<file path="src/rtl/mux_n_1_pipelined.sv">
// N:1 mux tree (N = 2**SEL_W) with a register stage every REG_EVERY levels
// and a valid/ready handshake; all stages advance together on en.
module mux_n_1_pipelined #(
  parameter int W         = 4,
  parameter int SEL_W     = 3,
  parameter int REG_EVERY = 1
) (
  input  logic                       clk,
  input  logic                       rst_n,
  input  logic                       in_valid,
  output logic                       in_ready,
  input  logic [(2**SEL_W)*W-1:0]    data,
  input  logic [SEL_W-1:0]           sel,
  output logic                       out_valid,
  input  logic                       out_ready,
  output logic [W-1:0]               out_data,
  output logic [SEL_W-1:0]           out_sel
);

  localparam int N      = 2**SEL_W;
  localparam int STAGES = (SEL_W + REG_EVERY - 1) / REG_EVERY;

  logic en;

  assign en       = out_ready | ~out_valid;
  assign in_ready = en & rst_n;

  for (genvar l = 0; l < SEL_W; l++) begin : g_lvl
    localparam int S  = l / REG_EVERY;
    localparam int WI = (N >> l) * W;
    localparam int WO = (N >> (l + 1)) * W;

    logic [WI-1:0] x;
    logic [WO-1:0] y;
    logic          b;

    if (l == 0) begin : g_src_in
      assign x = data;
    end else if (l % REG_EVERY == 0) begin : g_src_reg
      assign x = g_stg[S-1].d;
    end else begin : g_src_lvl
      assign x = g_lvl[l-1].y;
    end

    // Select bits travel with the beat so each level sees its own sel.
    if (S == 0) begin : g_sel_in
      assign b = sel[l];
    end else begin : g_sel_reg
      assign b = g_stg[S-1].q[l];
    end

    for (genvar j = 0; j < (N >> (l + 1)); j++) begin : g_mux
      assign y[j*W +: W] = b ? x[(2*j+1)*W +: W]
                             : x[(2*j)*W +: W];
    end
  end

  for (genvar s = 0; s < STAGES; s++) begin : g_stg
    localparam int E  = ((s + 1) * REG_EVERY > SEL_W)
                      ? SEL_W : (s + 1) * REG_EVERY;
    localparam int WD = (N >> E) * W;

    logic [WD-1:0]    d;
    logic [SEL_W-1:0] q;
    logic             v;
    logic [SEL_W-1:0] q_nxt;
    logic             v_nxt;

    if (s == 0) begin : g_first
      assign q_nxt = sel;
      assign v_nxt = in_valid & in_ready;
    end else begin : g_next
      assign q_nxt = g_stg[s-1].q;
      assign v_nxt = g_stg[s-1].v;
    end

    always_ff @(posedge clk) begin
      if (!rst_n) begin
        d <= '0;
        q <= '0;
        v <= 1'b0;
      end else if (en) begin
        d <= g_lvl[E-1].y;
        q <= q_nxt;
        v <= v_nxt;
      end
    end
  end

  assign out_data  = g_stg[STAGES-1].d;
  assign out_sel   = g_stg[STAGES-1].q;
  assign out_valid = g_stg[STAGES-1].v;

endmodule

</file>
<file path="config.mk">
export PLATFORM = sky130hd
export DESIGN_NAME = mux_n_1_pipelined
export DESIGN_NICKNAME = d
export VERILOG_FILES = /design/src/rtl/mux_n_1_pipelined.sv
export SDC_FILE = /design/constraint.sdc
export NUM_CORES = 1
export LEC_CHECK = 0
export CORE_AREA = 2 2 62 64
export CTS_BUF_LIST = sky130_fd_sc_hd__clkbuf_4
export CTS_CLUSTER_SIZE = 28
export DETAILED_ROUTE_END_ITERATION = 7
export DIE_AREA = 0 0 64 66
export GPL_TIMING_DRIVEN = 0
export PLACE_DENSITY = 0.8
export SLEW_MARGIN = 25
export SYNTH_ARGS = -nofsm -noshare
export SYNTH_HDL_FRONTEND = slang
export SYNTH_SLANG_ARGS = --single-unit
</file>
<file path="constraint.sdc">
create_clock -name clk -period 2.3 [get_ports clk]
set_input_delay 0.345 -clock clk [delete_from_list [all_inputs] [get_ports clk]]
set_output_delay 0.345 -clock clk [all_outputs]
set_load 0.01 [all_outputs]
</file>
# Word-level counts from Yosys, hierarchy flattened
# Index checks and enable logic that the tools add are counted.
[word_totals] elab_cells=20 regBits=40
[op_classes] muxes=7 n_bitwise=4
[op_table] cell="4-bit 2-to-1 mux" count=7
[op_table] cell="1-bit AND" count=2
[op_table] cell="1-bit NOT" count=1
[op_table] cell="1-bit bitwise OR" count=1

# Longest topological paths before layout
# Gate-level depths: netlist of run 1.
[depth] ltp_word=4 depth_mapped=4

# Worst setup path before layout of run 1
# OpenSTA, ideal clock, no wires.
[synth_path] path_type="register to output" start="register g_stg[2].v (netlist: out_valid)" end="output in_ready" n_path_buf=1 required_ns=1.955 arrival_ns=0.834 slack_ns=1.121 stages_incl_launch_ff=4 cell_sequence="dfxtp_1 > nand2b_4 > buf_2 > and2_1"
[synth_via] elab_chain_len=3
[synth_lines] element="start: declaration" line="65" text="logic v;"
[synth_lines] element="start signal: assignment" line="85" text="v <= v_nxt;"
[synth_lines] element="1-bit NOT" line="25" text="assign en = out_ready | ~out_valid;"
[synth_lines] element="1-bit bitwise OR" line="25"
[synth_lines] element="1-bit AND" line="26" text="assign in_ready = en & rst_n;"
[synth_lines] element="end: declaration" line="11" text="output logic in_ready,"
# Every way passes these cells.

# Worst setup path in the final report of run 1
[layout_path] start="input out_ready" end="output in_ready"
[layout_via] elab_chain_len=2
[layout_lines] element="start: declaration" line="15" text="input logic out_ready,"
[layout_lines] element="1-bit bitwise OR" line="25"
[layout_lines] element="1-bit AND" line="26"
# Every way passes these cells.

==> flow_summary_export.csv, run 1 <==
group,metric,value,unit
status,status,"complete, no violations",
worst_setup_path,r2r_slack,1.21,ns
flow_run,maxCapViolations,0,
worst_setup_path,cp_cell_sequence,"clkdlybuf4s50_1 > nand2b_4 > buf_2 > and2_1 > clkdlybuf4s50_1",
worst_setup_path,cp-endpoint,"in_ready",
worst_setup_path,critPathSlowestCell,"clkdlybuf4s50_1",
timing,slew_viol_final,0,
timing,setup_viol,0,
timing,fin_skew,0.00979,ns
clock_tree,clk-insertion-delay-late,0.35,ns
logic_synthesis,synth_top_cell_area_share,47.1,%
clock_tree,htreeDepth,2,
layout,nets,268,
layout,drive_gt1_share,13.5,%
global_routing,grt_overflow,0,
route,drc,0,
global_routing,grt_max_degree,13,
timing,clock.fmax,455,MHz
power,total_power,1430,uW
timing,finalWorstSetupSlack,0.102,ns
placed_design,place.gp.congestion,0.742,
floorplan,coreArea,3550,sq um
layout,finalNonFillerCells,278,
global_routing,grt_pass1_vias,1358,
worst_setup_path,end_kind,"output pin",
worst_setup_path,r2r-end,"g_lvl[2].x[2]",
logic_synthesis,syn_area,1700,sq um
layout,multi_input_area,795,sq um
layout,area_growth,35.1,%
worst_setup_path,slowest_delay,0.53,ns
worst_setup_path,cpMostUsedCell,"clkdlybuf4s50_1",
clock_tree,cts_buffer_depth,2,
power,power_density,623,nW/um^2
floorplan,die_h,66,um
worst_setup_path,crit_fanout,10,
worst_setup_path,path_class,"primary input to output pin",
clock_tree,cts.sinks,40,
global_routing,grt_pass1_wl,5.98,mm
timing,period_needed,2.20,ns
clock_tree,cts_resized,0,
worst_setup_path,ff2ff_path_depth,3,
floorplan,start_util,47.9,%
clock_tree,cts_tree,"yes",
logic_synthesis,syn_avg_cell_area,9.61,sq um
worst_setup_path,cpLargestDelayFamily,"buffers and inverters",
timing,slew_headroom,68.6,%
logic_synthesis,synth_fp_nets,216,
logic_synthesis,synth-seq-cells,40,
global_routing,antenna_found_initial,0,
timing,tightest_slew,0.470,ns
timing,hold_viol_final,0,
logic_synthesis,synthTopCellsByArea,"dfxtp_1 47%, mux2i_1 16%, a21oi_1 5.6%, o21ai_0 5.3%, a21boi_1 4.9%",
route,routed-via-count,1413,
logic_synthesis,syn_inst,177,
power,leakage,0.000899,uW
floorplan,io_pins,48,
worst_hold_path,holdCritPathClass,"primary input to flop",
clock_tree,path_clk_slew,0.11,ns
worst_setup_path,cp_num_cells,5,
logic_synthesis,synth_top_cell_by_area,"dfxtp_1",
worst_setup_path,cp.arrival,1.85,ns
global_routing,grt_usage,18.7,%
placed_design,dp.cells,271,
power,irDropWorstVdd,0.000440,V
floorplan,die_area,4220,sq um
floorplan,num_rows,22,
worst_setup_path,cp-startpoint,"out_ready",
layout,fillerInstances,297,
logic_synthesis,async_flop_share,0,%
floorplan,die_w,64,um
route,ant_nets,0,
timing,rsz0062_at_grt,"no",
placed_design,place_hpwl,2.48,mm
route,drt-initial-drc-count,92,
logic_synthesis,synth_cell_types,16,
timing,timing.final.crit_share,95.6,%
route,wl,3.48,mm
placed_design,port_buffers,46,
logic_synthesis,synth_flop_cell,"dfxtp_1",
route,avgViaCountPerCell,5.08,
layout,n_antenna_cell,0,
clock_tree,cts_made_buffers,5,
clock_tree,cts-root-buf,"clkbuf_4",
placed_design,dp_slack,-0.00807,ns
timing,holdWs,0.364,ns
logic_synthesis,synth_edf_count,0,
worst_setup_path,crit_required,1.96,ns
worst_setup_path,reg2reg_from,"g_stg[0].q[1]",
layout,regArea,801,sq um
logic_synthesis,synth-warning-count,0,
logic_synthesis,ys_seq_area_share,47.1,%
route,firstDrtPassIters,4,
route,wire_per_inst,12.5,um
worst_setup_path,critPathLaunchType,"primary input",
worst_setup_path,cp_num_buf_inv,3,
[metal layers]
layer	global-route usage, %	vias to the layer above	wire length [um]
met2	32.7	38	1680
met4	10.1	0	102
met3	5.45	8	171
li1	-	720	-
met5	0	-	0
met1	20.5	647	1530
[cell usage after synthesis, types with 2 or more instances]
master and instances:
o21ai_1 10, a21boi_1 11, a21oi_2 9, buf_2 7, buf_6 4, mux2i_1 28, a21oi_1 19, dfxtp_1 40
buf_4 2, clkbuf_1 3, o21ai_0 18, nand2_1 22
[tightest hold or removal path: stages]
cell and delay (ns):
buf_6 0.13, mux2i_1 0.08, a21oi_1 0.12
[logic make-up after synthesis]
group | after synthesis | synth area share (%)
AOI/OAI and AO/OA | 68 | 23.8
buffers and inverters | 16 | 6.25
DFF | 40 | 47.1
muxes | 28 | 16.5
and+or+nand+nor | 25 | 6.47
[layout by cell type, fill, tap and decap left out, drive strengths merged]
cell | Yosys | routed
o21a | 1 | 1
a21oi | 28 | 28
clkbuf | 3 | 8
clkinv | 0 | 1
buf | 13 | 13
mux2i | 28 | 28
and2b | 1 | 1
o21ai | 28 | 28
and2 | 1 | 1
nand2b | 1 | 1
a21boi | 11 | 11
nand2 | 22 | 22
dfxtp | 40 | 40
bufinv | 0 | 1
clkdlybuf4s50 | 0 | 46
[flip-flops by register name, summed over array words and instances (netlist names)]
signal	count
out_data	4
g_stg.q	6
g_stg.v	2
out_sel	3
g_lvl.x	24
out_valid	1
[power by group]
part / internal [uW] / leakage, uW / switching, uW
Clock: 240 / 0.0000456 / 222
Combinational: 128 / 0.000523 / 84.2
Sequential: 737 / 0.000331 / 21.6
Total: 1110 / 0.000899 / 328
[stage by stage]
step,util (%),area [sq um],TNS (ns)
6_report,64.7,2300,0
5_1_grt,64.7,2300,0
4_1_cts,64.8,2300,0
3_5_place_dp,62.6,2220,-0.00807
3_3_place_gp,62.6,2220,0
2_1_floorplan,-,1700,0
[worst min-delay path by stage]
| stage | start | endpoint | depth (start not counted) |
|---|---|---|---|
| finish | sel[0] | g_lvl[1].x[7] | 3 |
| global route | sel[0] | g_lvl[1].x[4] | 3 |
| CTS | sel[0] | g_lvl[1].x[4] | 3 |
| detailed placement | out_sel[0] | out_sel[0] | 2 |
| global placement | out_sel[2] | out_sel[2] | 2 |
| floorplan | g_stg[0].q[2] | g_stg[0].q[2] | 2 |
[cell type report]
| type | instances | area share, % |
|---|---|---|
| Sequential cell | 40 | 34.8 |
| Timing Repair Buffer | 46 | 20.0 |
| Buffer | 15 | 4.46 |
| Multi-Input combinational cell | 121 | 34.6 |
| Clock buffer | 6 | 1.96 |
| Clock inverter | 2 | 1.52 |
| Tap cell | 48 | 2.61 |
[repair_timing]
item / CTS / global route
buffers inserted: 0 / 0
hold buffers: 0 / 0
endpoints found under the setup margin: 0 / 1
(Power assumes the default switching activity.)
==> inputs of run 2 (changes only) <==
ABC_AREA = 1   (was unset)
CORE_AREA = 2 2 67 69   (was 2 2 62 64)
DIE_AREA = 0 0 69 71   (was 0 0 64 66)
PLACE_DENSITY = 0.76   (was 0.8)
clock period = 1.9 ns   (was 2.3 ns; I/O delays follow)
==> run 2 against run 1 <==
Compared with the run above: sequential share of layout area fell by 1.5 points; worst setup slack improved by 0.033 ns; clock-buffer cell count rose by 1; synthesized area rose by 6.7%; total power rose by 14%; first-iteration DRC count rose by 61%; die area rose by 16%; flip-flop and latch count did not move; critical path type unchanged; critical endpoint unchanged; largest power group unchanged.
==> flow_summary_export.csv, run 2 <==
group,metric,value,unit
floorplan,die_w,69,um
worst_setup_path,path_class,"primary input to output pin",
layout,fillerInstances,435,
status,status,"complete, no violations",
route,route.met2.wl,1.80,mm
worst_setup_path,critPathSlowestCell,"clkdlybuf4s50_1",
logic_synthesis,syn_avg_cell_area,6.48,sq um
layout,drive_gt1_share,7.78,%
route,routed-via-count,1812,
worst_setup_path,critPathLaunchType,"primary input",
timing,finalSetupTns,0,ns
timing,clock.fmax,566,MHz
placed_design,place_hpwl,2.93,mm
clock_tree,cts_made_buffers,5,
timing,hold_viol_final,0,
worst_setup_path,cp.arrival,1.48,ns
worst_setup_path,cpLargestDelayFamily,"buffers and inverters",
worst_setup_path,cp_cell_sequence,"clkdlybuf4s50_1 > inv_2 > a21oi_2 > buf_4 > dlygate4sd2_1",
route,wl,3.93,mm
route,wire_per_inst,10.2,um
layout,nets,372,
logic_synthesis,syn_area,1820,sq um
worst_setup_path,end_kind,"output pin",
logic_synthesis,synth-warning-count,0,
layout,regArea,801,sq um
timing,holdWs,0.312,ns
logic_synthesis,synth_top_cell_by_area,"dfxtp_1",
route,drt-initial-drc-count,148,
worst_hold_path,hold_depth,5,
floorplan,die_area,4900,sq um
worst_setup_path,slowest_delay,0.55,ns
timing,slew_headroom,69.8,%
global_routing,grt_pass1_wl,6.95,mm
logic_synthesis,synth-seq-cells,40,
placed_design,place.gp.congestion,0.827,
logic_synthesis,synth_edf_count,0,
logic_synthesis,synthTopCellsByArea,"dfxtp_1 44%, nand2_1 32%, nand3_1 8.5%, nor2_1 4.5%, nand3b_1 2.9%",
layout,mostFrequentLayoutCells,"153 x nand2_1, 45 x clkdlybuf4s50_1, 40 x dfxtp_1",
floorplan,coreArea,4200,sq um
global_routing,grt_usage,17.3,%
route,firstDrtPassIters,4,
layout,finalNonFillerCells,386,
clock_tree,cts_tree,"yes",
layout,largest_register_ffs,24,
global_routing,antenna_found_initial,0,
logic_synthesis,ys_seq_area_share,44.1,%
power,leakage,0.00120,uW
placed_design,port_buffers,46,
layout,mostFrequentLayoutCell,"nand2_1",
clock_tree,path_clk_slew,0.11,ns
global_routing,grt_pass1_vias,1671,
worst_setup_path,cp_num_buf_inv,4,
timing,setup_viol,0,
flow_run,maxCapViolations,0,
floorplan,die_h,71,um
clock_tree,cts.sinks,40,
timing,finalWorstSetupSlack,0.135,ns
clock_tree,cts_buffer_depth,2,
logic_synthesis,synth_cell_types,14,
power,power_density,683,nW/um^2
timing,timing.final.crit_share,92.9,%
floorplan,start_util,43.2,%
global_routing,grt_max_degree,12,
route,wl_met3,175,um
route,met1_length,1.89,mm
clock_tree,post_cts_buffers,0,
timing,slew_viol_final,0,
placed_design,dp_slack,-0.202,ns
timing,fin_skew,0.0105,ns
logic_synthesis,synth.most_common_cell,"nand2_1",
logic_synthesis,synth_top_cell_area_share,44.1,%
worst_setup_path,crit_fanout,10,
logic_synthesis,synth_flop_cell,"dfxtp_1",
global_routing,grt_overflow,0,
timing,rsz0062_at_grt,"no",
worst_hold_path,holdCritPathClass,"primary input to flop",
floorplan,num_rows,24,
worst_setup_path,ff2ff_path_depth,4,
layout,n_antenna_cell,0,
route,maxUsedRoutingLayer,"met4",
layout,area_growth,32.1,%
clock_tree,clk-insertion-delay-late,0.36,ns
layout,fin_util,57.1,%
logic_synthesis,async_flop_share,0,%
route,ant_nets,0,
placed_design,dp.cells,378,
clock_tree,cts-root-buf,"clkbuf_4",
worst_setup_path,crit_required,1.62,ns
clock_tree,htreeDepth,2,
logic_synthesis,syn_inst,280,
layout,multi_input_area,878,sq um
timing,period_needed,1.77,ns
power,irDropWorstVdd,0.000417,V
logic_synthesis,synth_commonest_cells,"153 x nand2_1, 40 x dfxtp_1, 31 x nand3_1",
logic_synthesis,synth_fp_nets,319,
timing,tightest_slew,0.453,ns
route,drc,0,
floorplan,io_pins,48,
route,avgViaCountPerCell,4.69,
worst_setup_path,cp_num_cells,5,
## run 2: cell types whose count changed after synthesis, moves of 7 or more
cell	previous run	this run
o21ai_1	10	0
mux2i_1	28	0
nand3b_1	0	7
a21boi_1	11	0
nor2_1	0	22
a21oi_2	9	1
nand2_1	22	153
a21oi_1	19	1
o21ai_0	18	0
nand3_1	0	31
## run 2: layer usage
metal  vias up  GRT usage (%)
met4         0           6.10
met3         8           3.70
met1       790           20.6
li1        965              -
met2        49           30.8
met5         -              0
## run 2: final timing paths
| kind | to | startpoint | slack [ns] |
|---|---|---|---|
| worst max-delay path | in_ready | rst_n | 0.13 |
| worst min-delay path | g_lvl[1].x[6] | sel[0] | 0.31 |
| worst max register to register | out_sel[1] | out_valid | 0.78 |
| worst min register to register | out_data[0] | out_data[0] | 0.47 |
## run 2: tightest hold or removal path, cell delays in order
cell     delay (ns)
buf_2          0.15
nand2_1        0.06
nand2_1        0.05
nand2_1        0.05
nand2_1        0.04
## run 2: power breakdown
group / switching, uW / internal [uW]
clock: 271 / 171
sequential: 27.0 / 891
combinational: 132 / 146
## run 2: final cells by class
class | count | area share (%)
buffer | 17 | 4.54
sequential | 40 | 33.4
tap | 52 | 2.71
multi-input combinational | 215 | 36.6
timing repair buffer | 46 | 19.1
clock inverter | 1 | 0.156
inverter | 8 | 1.25
clock buffer | 7 | 2.19
## run 2: per-stage QoR
step	cell area [sq um]	power [uW]
4_1_cts	2400	1650
6_report	2400	1640
3_5_place_dp	2340	1220
2_1_floorplan	1820	1080
5_1_grt	2400	1720
3_3_place_gp	2340	1210
## run 2: logic make-up after synthesis
family                 after synthesis  share of synthesized area, %
AO/OA/AOI/OAI                        2                         0.758
buffers and inverters               25                          7.51
flip-flops                          40                          44.1
AND/OR/NAND/NOR                    213                          47.6
## run 2: what timing repair did
action	CTS	global route
hold buffers	0	0
resized for setup	2	0
setup endpoints to repair	1	0
==> inputs of run 3 (changes only) <==
CORE_AREA = 2 2 69 71   (was 2 2 67 69)
DIE_AREA = 0 0 71 73   (was 0 0 69 71)
PLACE_DENSITY = 0.72   (was 0.76)
==> run 3 against run 2 <==
Compared with the run above: sequential share of layout area rose by 0.23 points; final area fell by 0.68%; fmax fell by 0.40%; worst setup slack got worse by 0.0071 ns; clock skew fell by 0.0017 ns; core utilization fell by 4.5 points; largest power group unchanged; highest routed layer unchanged.
==> flow_summary_export.csv, run 3 (same netlist as run 2, synthesis figures left out) <==
group,metric,value,unit
status,status,"complete, no violations",
worst_setup_path,cp-endpoint,"in_ready",
clock_tree,cts_made_buffers,5,
floorplan,die_area,5180,sq um
layout,area_growth,31.2,%
worst_setup_path,reg2reg_from,"out_valid",
worst_setup_path,cp-startpoint,"rst_n",
clock_tree,path_clk_slew,0.10,ns
floorplan,start_util,40.0,%
placed_design,place_hpwl,2.97,mm
route,drt-initial-drc-count,77,
layout,largest_register_ffs,24,
clock_tree,cts.sinks,40,
worst_hold_path,holdCritPathClass,"primary input to flop",
worst_setup_path,cp_cell_sequence,"clkdlybuf4s50_1 > inv_2 > a21oi_2 > buf_4 > dlygate4sd2_1",
worst_setup_path,cpLargestDelayFamily,"buffers and inverters",
layout,fillerInstances,453,
worst_setup_path,critPathSlowestCell,"clkdlybuf4s50_1",
global_routing,grt_usage,17.3,%
timing,clock.fmax,564,MHz
floorplan,num_rows,25,
timing,period_needed,1.77,ns
placed_design,place.gp.congestion,0.800,
power,irDropWorstVdd,0.000286,V
clock_tree,cts_buffer_depth,2,
worst_setup_path,cp_num_buf_inv,4,
timing,setup_viol,0,
placed_design,port_buffers,46,
worst_setup_path,cp_num_cells,5,
worst_setup_path,path_class,"primary input to output pin",
global_routing,grt_pass1_wl,7.07,mm
timing,fin_skew,0.00878,ns
timing,slew_headroom,68.0,%
power,leakage,0.00119,uW
global_routing,grt_overflow,0,
worst_setup_path,crit_fanout,10,
clock_tree,clk-insertion-delay-late,0.34,ns
floorplan,die_h,73,um
clock_tree,cts_resized,2,
layout,drive_gt1_share,7.25,%
worst_setup_path,ff2ff_path_depth,4,
worst_setup_path,critPathLaunchType,"primary input",
floorplan,die_w,71,um
layout,nets,372,
timing,holdWs,0.329,ns
route,wire_per_inst,10.6,um
global_routing,grt_max_degree,11,
clock_tree,post_cts_buffers,0,
layout,n_antenna_cell,0,
timing,tightest_slew,0.480,ns
timing,hold_viol_final,0,
layout,mostFrequentLayoutCell,"nand2_1",
route,drc,0,
worst_setup_path,cp.arrival,1.49,ns
layout,regArea,801,sq um
worst_setup_path,crit_required,1.62,ns
clock_tree,cts_tree,"yes",
layout,mostFrequentLayoutCells,"153 x nand2_1, 45 x clkdlybuf4s50_1, 40 x dfxtp_1",
global_routing,grt_pass1_vias,1647,
timing,rsz0062_at_grt,"no",
route,avgViaCountPerCell,4.57,
worst_setup_path,slowest_delay,0.54,ns
power,power_density,659,nW/um^2
power,total_power,1570,uW
worst_setup_path,end_kind,"output pin",
layout,multi_input_area,878,sq um
global_routing,antenna_found_initial,0,
clock_tree,hold_buffers,0,
flow_run,maxCapViolations,0,
floorplan,coreArea,4540,sq um
route,routed-via-count,1758,
clock_tree,cts-root-buf,"clkbuf_4",
clock_tree,htreeDepth,2,
floorplan,io_pins,48,
timing,slew_viol_final,0,
worst_setup_path,r2r_slack,0.75,ns
worst_setup_path,r2r-end,"g_stg[0].q[0]",
route,firstDrtPassIters,4,
route,ant_nets,0,
route,wl,4.08,mm
timing,timing.final.crit_share,93.3,%
[run 3: changes by cell type in the layout (fill, tap and decap cells not counted)]
cell      previous run  this run
clkbuf_4             7         5
clkinv_1             1         0
[run 3: cell type report]
type | count | area share [%]
timing repair buffer | 46 | 19.3
multi-input combinational | 215 | 36.9
inverter | 8 | 1.26
tap | 54 | 2.84
buffer | 17 | 4.57
sequential | 40 | 33.6
clock buffer | 5 | 1.58
[run 3: per-stage QoR]
stage          cell area, sq um  utilization [%]  cells  TNS (ns)  setup slack [ns]
6_report                   2380             52.5    385         0             0.128
5_1_grt                    2380             52.5    385         0            0.0669
4_1_cts                    2380             52.5    385         0             0.102
3_5_place_dp               2340             51.7    380    -0.214            -0.214
3_3_place_gp               2340             51.7    380    -0.231            -0.231
2_1_floorplan              1820                -    280         0             0.879
[run 3: report_power, final]
group	leakage [uW]	total (uW)	internal, uW	switching (uW)
logic	0.000840	281	146	135
clock network	0.0000230	372	124	248
registers	0.000330	918	891	27.1
total	0.00119	1570	1160	409
[run 3: worst min path at each step]
stage                            from             end  slack (ns)  cells past startpoint
after detailed placement  out_data[2]     out_data[2]        0.46                      2
after global routing           sel[0]  g_lvl[1].x[15]        0.34                      5
after floorplan                 rst_n       out_valid        0.41                      2
final                          sel[0]   g_lvl[1].x[6]        0.33                      5
after CTS                      sel[0]   g_lvl[1].x[6]        0.32                      5
after global placement    out_data[2]     out_data[2]        0.46                      2
[run 3: tightest hold or removal path: stages]
cell     delay [ns]
buf_2          0.15
nand2_1        0.06
nand2_1        0.05
nand2_1        0.05
nand2_1        0.04
[run 3: per-layer routing]
metal,vias to the layer above,part of all wire [%],global-route usage (%)
met5,-,0,0
met4,0,1.5,5.66
met3,7,5.0,3.73
met2,46,48,30.7
met1,741,46,20.9
li1,964,-,-
